## config.mk

```make
export PLATFORM = sky130hd
export DESIGN_NAME = rca_sum_accumulator
export DESIGN_NICKNAME = d
export VERILOG_FILES = /design/src/rtl/adder_pkg.sv /design/src/rtl/acc_add_sat.sv /design/src/rtl/rca_sum_accumulator.sv
export SDC_FILE = /design/constraint.sdc
export NUM_CORES = 1
export LEC_CHECK = 0
export ABC_CLOCK_PERIOD_IN_PS = 5000
export CORE_MARGIN = 5
export CORE_UTILIZATION = 57
export DETAILED_ROUTE_END_ITERATION = 12
export PLACE_DENSITY = 0.94
export REMOVE_ABC_BUFFERS = 1
export SLEW_MARGIN = 20
export SYNTH_ARGS = -nofsm -noshare
export SYNTH_HDL_FRONTEND = slang
export SYNTH_HIERARCHICAL = 1
export SYNTH_SLANG_ARGS = --single-unit
```

## constraint.sdc

```tcl
create_clock -name clk -period 5 [get_ports clk]
set_clock_uncertainty 0.2 [all_clocks]
set_input_delay 1.25 -clock clk [delete_from_list [all_inputs] [get_ports clk]]
set_output_delay 1.25 -clock clk [all_outputs]
set_load 0.02 [all_outputs]
```

## src/rtl/adder_pkg.sv

```systemverilog
// Shared definitions for the ripple-carry adder and its result-reduction stage.
// Holds the accumulator FSM state type and the adder result width.
package adder_pkg;

    // Adder result width: 4 sum bits plus carry-out.
    localparam int SUM_W = 5;

    // Sample counter width; wide enough for batches of up to 255 sums.
    localparam int CNT_W = 8;

    // Accumulator FSM states.
    typedef enum logic [1:0] {
        IDLE  = 2'd0,
        ACCUM = 2'd1,
        DONE  = 2'd2
    } acc_state_t;

endpackage

```

## src/rtl/acc_add_sat.sv

```systemverilog
// Combinational ACC_W-bit add of a zero-extended adder result.
// Reports the carry out of bit ACC_W-1 as the overflow flag.
// Build option RCA_ACC_SAT_EN: when defined, an overflowing add clamps the
// result to all ones; when undefined, the result wraps modulo 2^ACC_W.
module acc_add_sat
    import adder_pkg::*;
#(
    parameter int ACC_W = 8
) (
    input  logic [ACC_W-1:0] acc,
    input  logic [SUM_W-1:0] operand,
    output logic [ACC_W-1:0] result,
    output logic             ovf
);

    logic [ACC_W:0] wide_sum;

    // Add one bit wider than the accumulator so the carry-out is visible.
    always_comb begin
        wide_sum = {1'b0, acc} + (ACC_W + 1)'(operand);
        ovf      = wide_sum[ACC_W];
`ifdef RCA_ACC_SAT_EN
        // Clamp: once saturated, further adds of a non-negative operand
        // overflow again (or add zero), so the value stays clamped.
        result   = ovf ? '1 : wide_sum[ACC_W-1:0];
`else
        result   = wide_sum[ACC_W-1:0];
`endif
    end

endmodule

```

## src/rtl/rca_sum_accumulator.sv

```systemverilog
// Result-reduction stage behind the 4-bit ripple-carry adder register.
// Accumulates N_SAMPLES 5-bit sums per batch, tracks the batch maximum and a
// sticky overflow flag, and presents the batch result on a registered
// valid/ready port. Overflow handling (wrap or clamp) is selected by the
// RCA_ACC_SAT_EN build macro inside acc_add_sat.
//
// Handshakes: a transfer happens on a rising edge where valid and ready are
// both high. in_ready depends only on state and enable (never on in_valid or
// out_ready). out_valid, once high, stays high with stable data until
// out_ready is seen high; the producer may assert in_valid at any time and
// holds in_sum until it is taken.
module rca_sum_accumulator
    import adder_pkg::*;
#(
    parameter int N_SAMPLES = 4,
    parameter int ACC_W     = 8
) (
    input  logic             clk,
    input  logic             rst_n,
    input  logic             enable,
    input  logic             in_valid,
    output logic             in_ready,
    input  logic [SUM_W-1:0] in_sum,
    output logic             out_valid,
    input  logic             out_ready,
    output logic [ACC_W-1:0] out_acc,
    output logic [SUM_W-1:0] out_max,
    output logic             out_ovf,
    output logic             busy,
    output acc_state_t       dbg_state
);

    localparam logic [CNT_W-1:0] N_LAST = CNT_W'(N_SAMPLES);

    acc_state_t       state_q, state_d;
    logic             live_q;
    logic [CNT_W-1:0] cnt_q, cnt_d, cnt_inc;
    logic [ACC_W-1:0] acc_q, acc_d;
    logic [SUM_W-1:0] max_q, max_d;
    logic             ovf_q, ovf_d;
    logic             out_valid_q;
    logic             busy_q;
    logic             accept;
    logic [ACC_W-1:0] add_result;
    logic             add_ovf;

    // Running sum of the accumulator and the incoming sample.
    acc_add_sat #(
        .ACC_W (ACC_W)
    ) u_add (
        .acc     (acc_q),
        .operand (in_sum),
        .result  (add_result),
        .ovf     (add_ovf)
    );

    // Input side: ready only once out of reset, when enabled, and not
    // holding a finished result.
    always_comb begin
        in_ready = live_q && enable && (state_q != DONE);
        accept   = in_valid && in_ready;
        cnt_inc  = cnt_q + CNT_W'(1);
    end

    // Next-state and datapath update for the batch FSM.
    always_comb begin
        state_d = state_q;
        cnt_d   = cnt_q;
        acc_d   = acc_q;
        max_d   = max_q;
        ovf_d   = ovf_q;
        case (state_q)
            IDLE: begin
                if (accept) begin
                    // First sample of a batch overwrites the previous result.
                    acc_d   = ACC_W'(in_sum);
                    max_d   = in_sum;
                    cnt_d   = CNT_W'(1);
                    ovf_d   = 1'b0;
                    state_d = (N_LAST == CNT_W'(1)) ? DONE : ACCUM;
                end
            end
            ACCUM: begin
                if (accept) begin
                    acc_d = add_result;
                    max_d = (in_sum > max_q) ? in_sum : max_q;
                    ovf_d = ovf_q | add_ovf;
                    cnt_d = cnt_inc;
                    if (cnt_inc == N_LAST) begin
                        state_d = DONE;
                    end
                end
            end
            DONE: begin
                // Result is released regardless of enable.
                if (out_ready) begin
                    state_d = IDLE;
                end
            end
            default: begin
                state_d = IDLE;
            end
        endcase
    end

    // State, datapath and registered status outputs.
    always_ff @(posedge clk or negedge rst_n) begin
        if (!rst_n) begin
            state_q     <= IDLE;
            live_q      <= 1'b0;
            cnt_q       <= '0;
            acc_q       <= '0;
            max_q       <= '0;
            ovf_q       <= 1'b0;
            out_valid_q <= 1'b0;
            busy_q      <= 1'b0;
        end else begin
            state_q     <= state_d;
            live_q      <= 1'b1;
            cnt_q       <= cnt_d;
            acc_q       <= acc_d;
            max_q       <= max_d;
            ovf_q       <= ovf_d;
            out_valid_q <= (state_d == DONE);
            busy_q      <= (state_d != IDLE);
        end
    end

    // Output ports are driven straight from registers.
    always_comb begin
        out_valid = out_valid_q;
        out_acc   = acc_q;
        out_max   = max_q;
        out_ovf   = ovf_q;
        busy      = busy_q;
        dbg_state = state_q;
    end

endmodule

```

==> reports/metrics.yaml, run 1 <==
outcome:
  outcome: "finished clean"
worst_hold_path:
  worst_hold_startpoint: "out_ovf$_DFFE_PN0P_"
  worstHoldPathType: "flip-flop to flip-flop"
cells_and_area:
  antenna_cells: 0
  instances_no_fill: 259
  nFillCells: 231
  final_util: 0.695
  layout.nets: 238
  final_layout_size_suffix_gt1_frac: 0.0512
  multi_input_area_sq_um: 1030
  syn_to_final_growth_pct: 18.4
  register_area_sq_um: 676
  final_area_sq_um: 2100
synthesis:
  yosysTopAreaCell: "dfrtp_1"
  synth_seq_cells: 27
  async_reset_ff_frac: 1.00
  synth_enable_flop_cells: 0
  synthCells: 192
  yosys-top-cells-area: "dfrtp_1 (38%), ha_1 (7.7%), nand3_1 (3.7%)"
  synth_top_area_frac: 0.380
  syn_area_sq_um: 1780
  synth_cell_types: 45
  synthTopCellsByCount: "dfrtp_1 (27), nand2_1 (13), nand3_1 (13), nor2_1 (13), a21oi_1 (12)"
  synth_seq_area_share: 0.380
  synth_warnings: 6
  synth_most_common_cell: "dfrtp_1"
  syn_area_per_cell_sq_um: 9.26
  synth_ff_type: "dfrtp_1"
sta:
  drv_slew: 0
  hold_viol_final: 0
  finalSetupViolations: 0
  grt_setup_unrepaired: "no"
  fin_crit_sh: 0.816
  worstMarginPinSlew_ps: 914
  max_freq_ghz: 0.245
  worst_slew_margin_rel: 0.387
  period_needed_ps: 4080
  tns_ps: 0
drt:
  vias_per_cell: 6.17
  drtIter0Drc: 91
  drt_pre_antenna_iters: 4
  routedWlPerCell_um: 15.9
  num_vias: 1598
  wl_um: 4120
  drtAntennaViolNets: 0
  drc: 0
clock_network:
  cts_tree: "built"
  cts_buffers: 3
  post-cts-setup-buffers: 0
  cts_hold_buffers: 0
  clockBufferDepth: 2
  path_clk_slew_ps: 140
  ctsResizeCount: 0
  clk_latency_ps: 320
  cts_root_buffer: "clkbuf_4"
  cts_num_sinks: 27
  htree_levels: 1
grt:
  overflow: 0
  antenna_found_initial: 0
  groute.usage.overall: 0.202
  grt_pass1_wl_um: 6830
  grt_max_degree: 28
  grt_pass1_vias: 1516
floorplan:
  io_pins: 29
  initial_core_util: 0.587
  dieArea_sq_um: 4340
  chipWidth_um: 65.9
  floorplan.die.height_um: 65.9
  std_cell_rows: 20
  core_sq_um: 3030
worst_setup_path:
  cp_max_fo: 3
  startpoint: "enable"
  slowest_stage: "clkdlybuf4s50_1"
  critPathKind: "input pin to output port"
  path_cells: "clkdlybuf4s50_1 -> and2_1 -> and2_1 -> clkdlybuf4s50_1"
  cp_data_required_time_ps: 3550
  start_kind: "input pin"
  rr_startpoint: "dbg_state[0]$_DFF_PN0_"
  crit_path_end_kind: "output port"
  max_stage_delay_ps: 600
  cp.arrival_ps: 2630
flow_run:
  max_cap_violations: 0
placed_design:
  io_buffers: 28
  gp_congestion: 0.966
  placed_area_sq_um: 2080
  hpwl_um: 2940
  dp.cells: 255
power:
  vdd_drop_max_v: 0.000379
  power_density_nw_per_um2: 488
  power.static_leakage_nw: 0.894
  power.total_w: 0.00103
==> worst paths after layout <==
kind,endpoint,slack (ps),depth (start not counted)
max reg2reg,cnt_q[4]$_DFFE_PN0P_,2360,4
max,in_ready,920,4
min in group asynchronous,out_max[1]$_DFFE_PN0P_,1080,2
min,out_ovf$_DFFE_PN0P_,330,2
max in group asynchronous,out_acc[5]$_DFFE_PN0P_,3260,2
min reg2reg,out_ovf$_DFFE_PN0P_,330,2
==> layout make-up <==
class | instances | share of cell area
inverters | 8 | 0.0143
flip-flops and latches | 27 | 0.321
multi-input cells | 147 | 0.489
repair buffers | 29 | 0.137
well taps | 44 | 0.0262
clock buffers | 4 | 0.0125
==> metal layers <==
layer	track usage	part of all wire
met5	0	0
met4	0.0674	0.013
met3	0.0442	0.074
met2	0.333	0.49
met1	0.259	0.43
==> power breakdown <==
group,total (W),leakage (nW),switching (W),internal [W]
clock network,0.0000941,0.0150,0.0000628,0.0000313
registers,0.000375,0.326,0.0000938,0.000281
logic,0.000558,0.553,0.000298,0.000260
total,0.00103,0.894,0.000454,0.000572
==> cells in the final DEF, fill, tap and decap left out, types with 5 or more instances in the layout <==
master           synthesis  layout
nand2_1                 13      13
xnor2_1                  6       6
nand3_1                 13      13
dfrtp_1                 27      27
a21o_1                   5       5
clkdlybuf4s50_1          0      28
nand4_1                  8       8
a22o_1                   7       7
ha_1                    11      11
a21oi_1                 12      12
o2111ai_1                5       5
inv_1                    8       8
nor2_1                  13      13
==> per-stage QoR <==
stage	hold WS, ps	setup WS [ps]
floorplan	290	1950
global placement	279	933
detailed placement	303	913
CTS	340	911
global route	383	853
finish	332	922
==> critical path: cells and delay by family <==
| kind | cells | cell delay (ps) |
|---|---|---|
| buf+inv | 2 | 1080 |
| simple gates | 2 | 290 |
==> kinds of logic (layout without fill, tap and decap cells) <==
family | Yosys count | after routing | synth area share
compound gates | 53 | 53 | 0.221
xor+xnor | 8 | 8 | 0.0394
fa+ha+maj | 12 | 12 | 0.0887
buf+inv | 18 | 41 | 0.0408
flops | 27 | 27 | 0.380
mux | 1 | 1 | 0.00563
other cells | 1 | 1 | 0.00211
simple gates | 72 | 72 | 0.222
==> flip-flops by register name, indices dropped and copies added, names as in the netlist <==
signal     flops
busy           1
out_acc        8
out_max        5
live_q         1
out_ovf        1
cnt_q          8
out_valid      1
dbg_state      2
Note: power is estimated with default switching activity, not from simulation.
==> run 2: changes to the inputs <==
--- a/config.mk
+++ b/config.mk
@@ -5,11 +5,11 @@
 export SDC_FILE = /design/constraint.sdc
 export NUM_CORES = 1
 export LEC_CHECK = 0
-export ABC_CLOCK_PERIOD_IN_PS = 5000
+export ABC_CLOCK_PERIOD_IN_PS = 3360
 export CORE_MARGIN = 5
-export CORE_UTILIZATION = 57
+export CORE_UTILIZATION = 48
 export DETAILED_ROUTE_END_ITERATION = 12
-export PLACE_DENSITY = 0.94
+export PLACE_DENSITY = 0.86
 export REMOVE_ABC_BUFFERS = 1
 export SLEW_MARGIN = 20
 export SYNTH_ARGS = -nofsm -noshare
==> constraint.sdc (replaced) <==
create_clock -name clk -period 3.36 [get_ports clk]
set_clock_uncertainty 0.2 [all_clocks]
set_input_delay 0.84 -clock clk [delete_from_list [all_inputs] [get_ports clk]]
set_output_delay 0.84 -clock clk [all_outputs]
set_load 0.02 [all_outputs]
==> reports/metrics.yaml, run 2 (synthesis gave the netlist of run 1 again) <==
power:
  pwr-share-clk: 0.123
  combPwrFrac: 0.551
  p_seq_frac: 0.327
  vdd_drop_max_v: 0.000366
  p_sw_frac: 0.435
  power_density_nw_per_um2: 743
  power.static_leakage_nw: 0.924
  switchingPower_w: 0.000700
  internal_power_w: 0.000911
sta:
  finalSetupViolations: 0
  worstMarginPinSlew_ps: 550
  drv_slew: 0
  fin_crit_sh: 0.971
  hold_ws_ps: 325
  tns_ps: 0
  setup_ws_ps: 99.0
  grt_setup_unrepaired: "no"
  max_freq_ghz: 0.307
  period_needed_ps: 3260
  worst_slew_margin_rel: 0.634
  hold_viol_final: 0
placed_design:
  io_buffers: 28
  gp_congestion: 0.860
  hpwl_um: 3070
  dp_slack_ps: 91.5
  dp.cells: 264
clock_network:
  clockBufferDepth: 2
  clk_latency_ps: 280
  ctsResizeCount: 0
  cts_tree: "built"
  path_clk_slew_ps: 100
  cts_buffers: 3
  post-cts-setup-buffers: 0
  cts_hold_buffers: 0
  htree_levels: 1
  cts_num_sinks: 27
  cts_root_buffer: "clkbuf_8"
cells_and_area:
  syn_to_final_growth_pct: 22.0
  register_area_sq_um: 676
  multi_input_area_sq_um: 1030
  antenna_cells: 0
  final_util: 0.597
  instances_no_fill: 268
  nFillCells: 326
  layout.nets: 243
  final_layout_size_suffix_gt1_frac: 0.0773
  final_common_cell: "clkdlybuf4s50_1"
  final_cell_mix: "clkdlybuf4s50_1 (28), dfrtp_1 (27), nand3_1 (13), nand2_1 (13), nor2_1 (13)"
drt:
  vias_per_cell: 6.12
  num_vias: 1639
  drtAntennaViolNets: 0
  drt_pre_antenna_iters: 4
  drtIter0Drc: 131
  drc: 0
  routedWlPerCell_um: 15.9
  wl_um: 4270
grt:
  groute.usage.overall: 0.168
  grt_pass1_vias: 1494
  overflow: 0
  antenna_found_initial: 0
  grt_pass1_wl_um: 6900
  grt_max_degree: 28
floorplan:
  dieArea_sq_um: 5020
  initial_core_util: 0.489
  chipWidth_um: 70.9
  core_sq_um: 3630
  io_pins: 29
  std_cell_rows: 22
  floorplan.die.height_um: 70.9
worst_setup_path:
  rr_startpoint: "out_acc[0]$_DFFE_PN0P_"
  critPathKind: "input pin to output port"
  rr_endpoint: "out_ovf$_DFFE_PN0P_"
  cp.arrival_ps: 2220
  reg2reg_depth: 7
  start_kind: "input pin"
  cp_max_fo: 3
  cp_data_required_time_ps: 2320
  r2r_slack_ps: 1230
  crit_path_end_kind: "output port"
worst_hold_path:
  hold_end: "out_ovf$_DFFE_PN0P_"
  worst_hold_startpoint: "out_ovf$_DFFE_PN0P_"
  holdPathStages: 2
  worstHoldPathType: "flip-flop to flip-flop"
flow_run:
  max_cap_violations: 0
outcome:
  outcome: "finished clean"
==> run 2: worst max-delay path: stages <==
cell	delay (ps)
clkdlybuf4s50_1	480
and2_1	150
and2_1	140
clkdlybuf4s50_1	600
==> run 2: area by class of cell <==
type / instances / area share
multi-input combinational: 147 / 0.475
timing repair buffer: 34 / 0.150
clock inverter: 1 / 0.00346
tap: 48 / 0.0277
sequential: 27 / 0.311
inverter: 8 / 0.0138
clock buffer: 3 / 0.0190
==> run 2: worst max path at each step <==
| stage | start | end | slack (ps) |
|---|---|---|---|
| final | enable | in_ready | 100 |
| after detailed placement | enable | in_ready | 90 |
| after floorplan | in_sum[0] | out_ovf$_DFFE_PN0P_ | 1000 |
| after global routing | enable | in_ready | 40 |
| after CTS | enable | in_ready | 90 |
| after global placement | enable | in_ready | 110 |
==> run 2: power by group through the flow <==
stage | Combinational (W) | Sequential (W) | Clock [W]
after floorplan | 0.000449 | 0.000629 | 0
after CTS | 0.000883 | 0.000526 | 0.000200
after global routing | 0.000961 | 0.000547 | 0.000210
after global placement | 0.000841 | 0.000530 | 0
after detailed placement | 0.000871 | 0.000534 | 0
final | 0.000887 | 0.000526 | 0.000198
==> run 2: per-layer routing <==
metal,vias to the layer above,part of all wire,global-route usage,routed length [um]
met1,798,0.43,0.218,1840
met2,51,0.51,0.290,2160
met4,0,0.014,0.0543,60
li1,782,-,-,-
met3,8,0.051,0.0185,216
met5,-,0,0,0
==> run 2: stage by stage <==
| step | cell area (sq um) | total power, W |
|---|---|---|
| after global routing | 2170 | 0.00172 |
| after CTS | 2170 | 0.00161 |
| after global placement | 2120 | 0.00137 |
| final | 2170 | 0.00161 |
| after floorplan | 1740 | 0.00108 |
| after detailed placement | 2120 | 0.00141 |
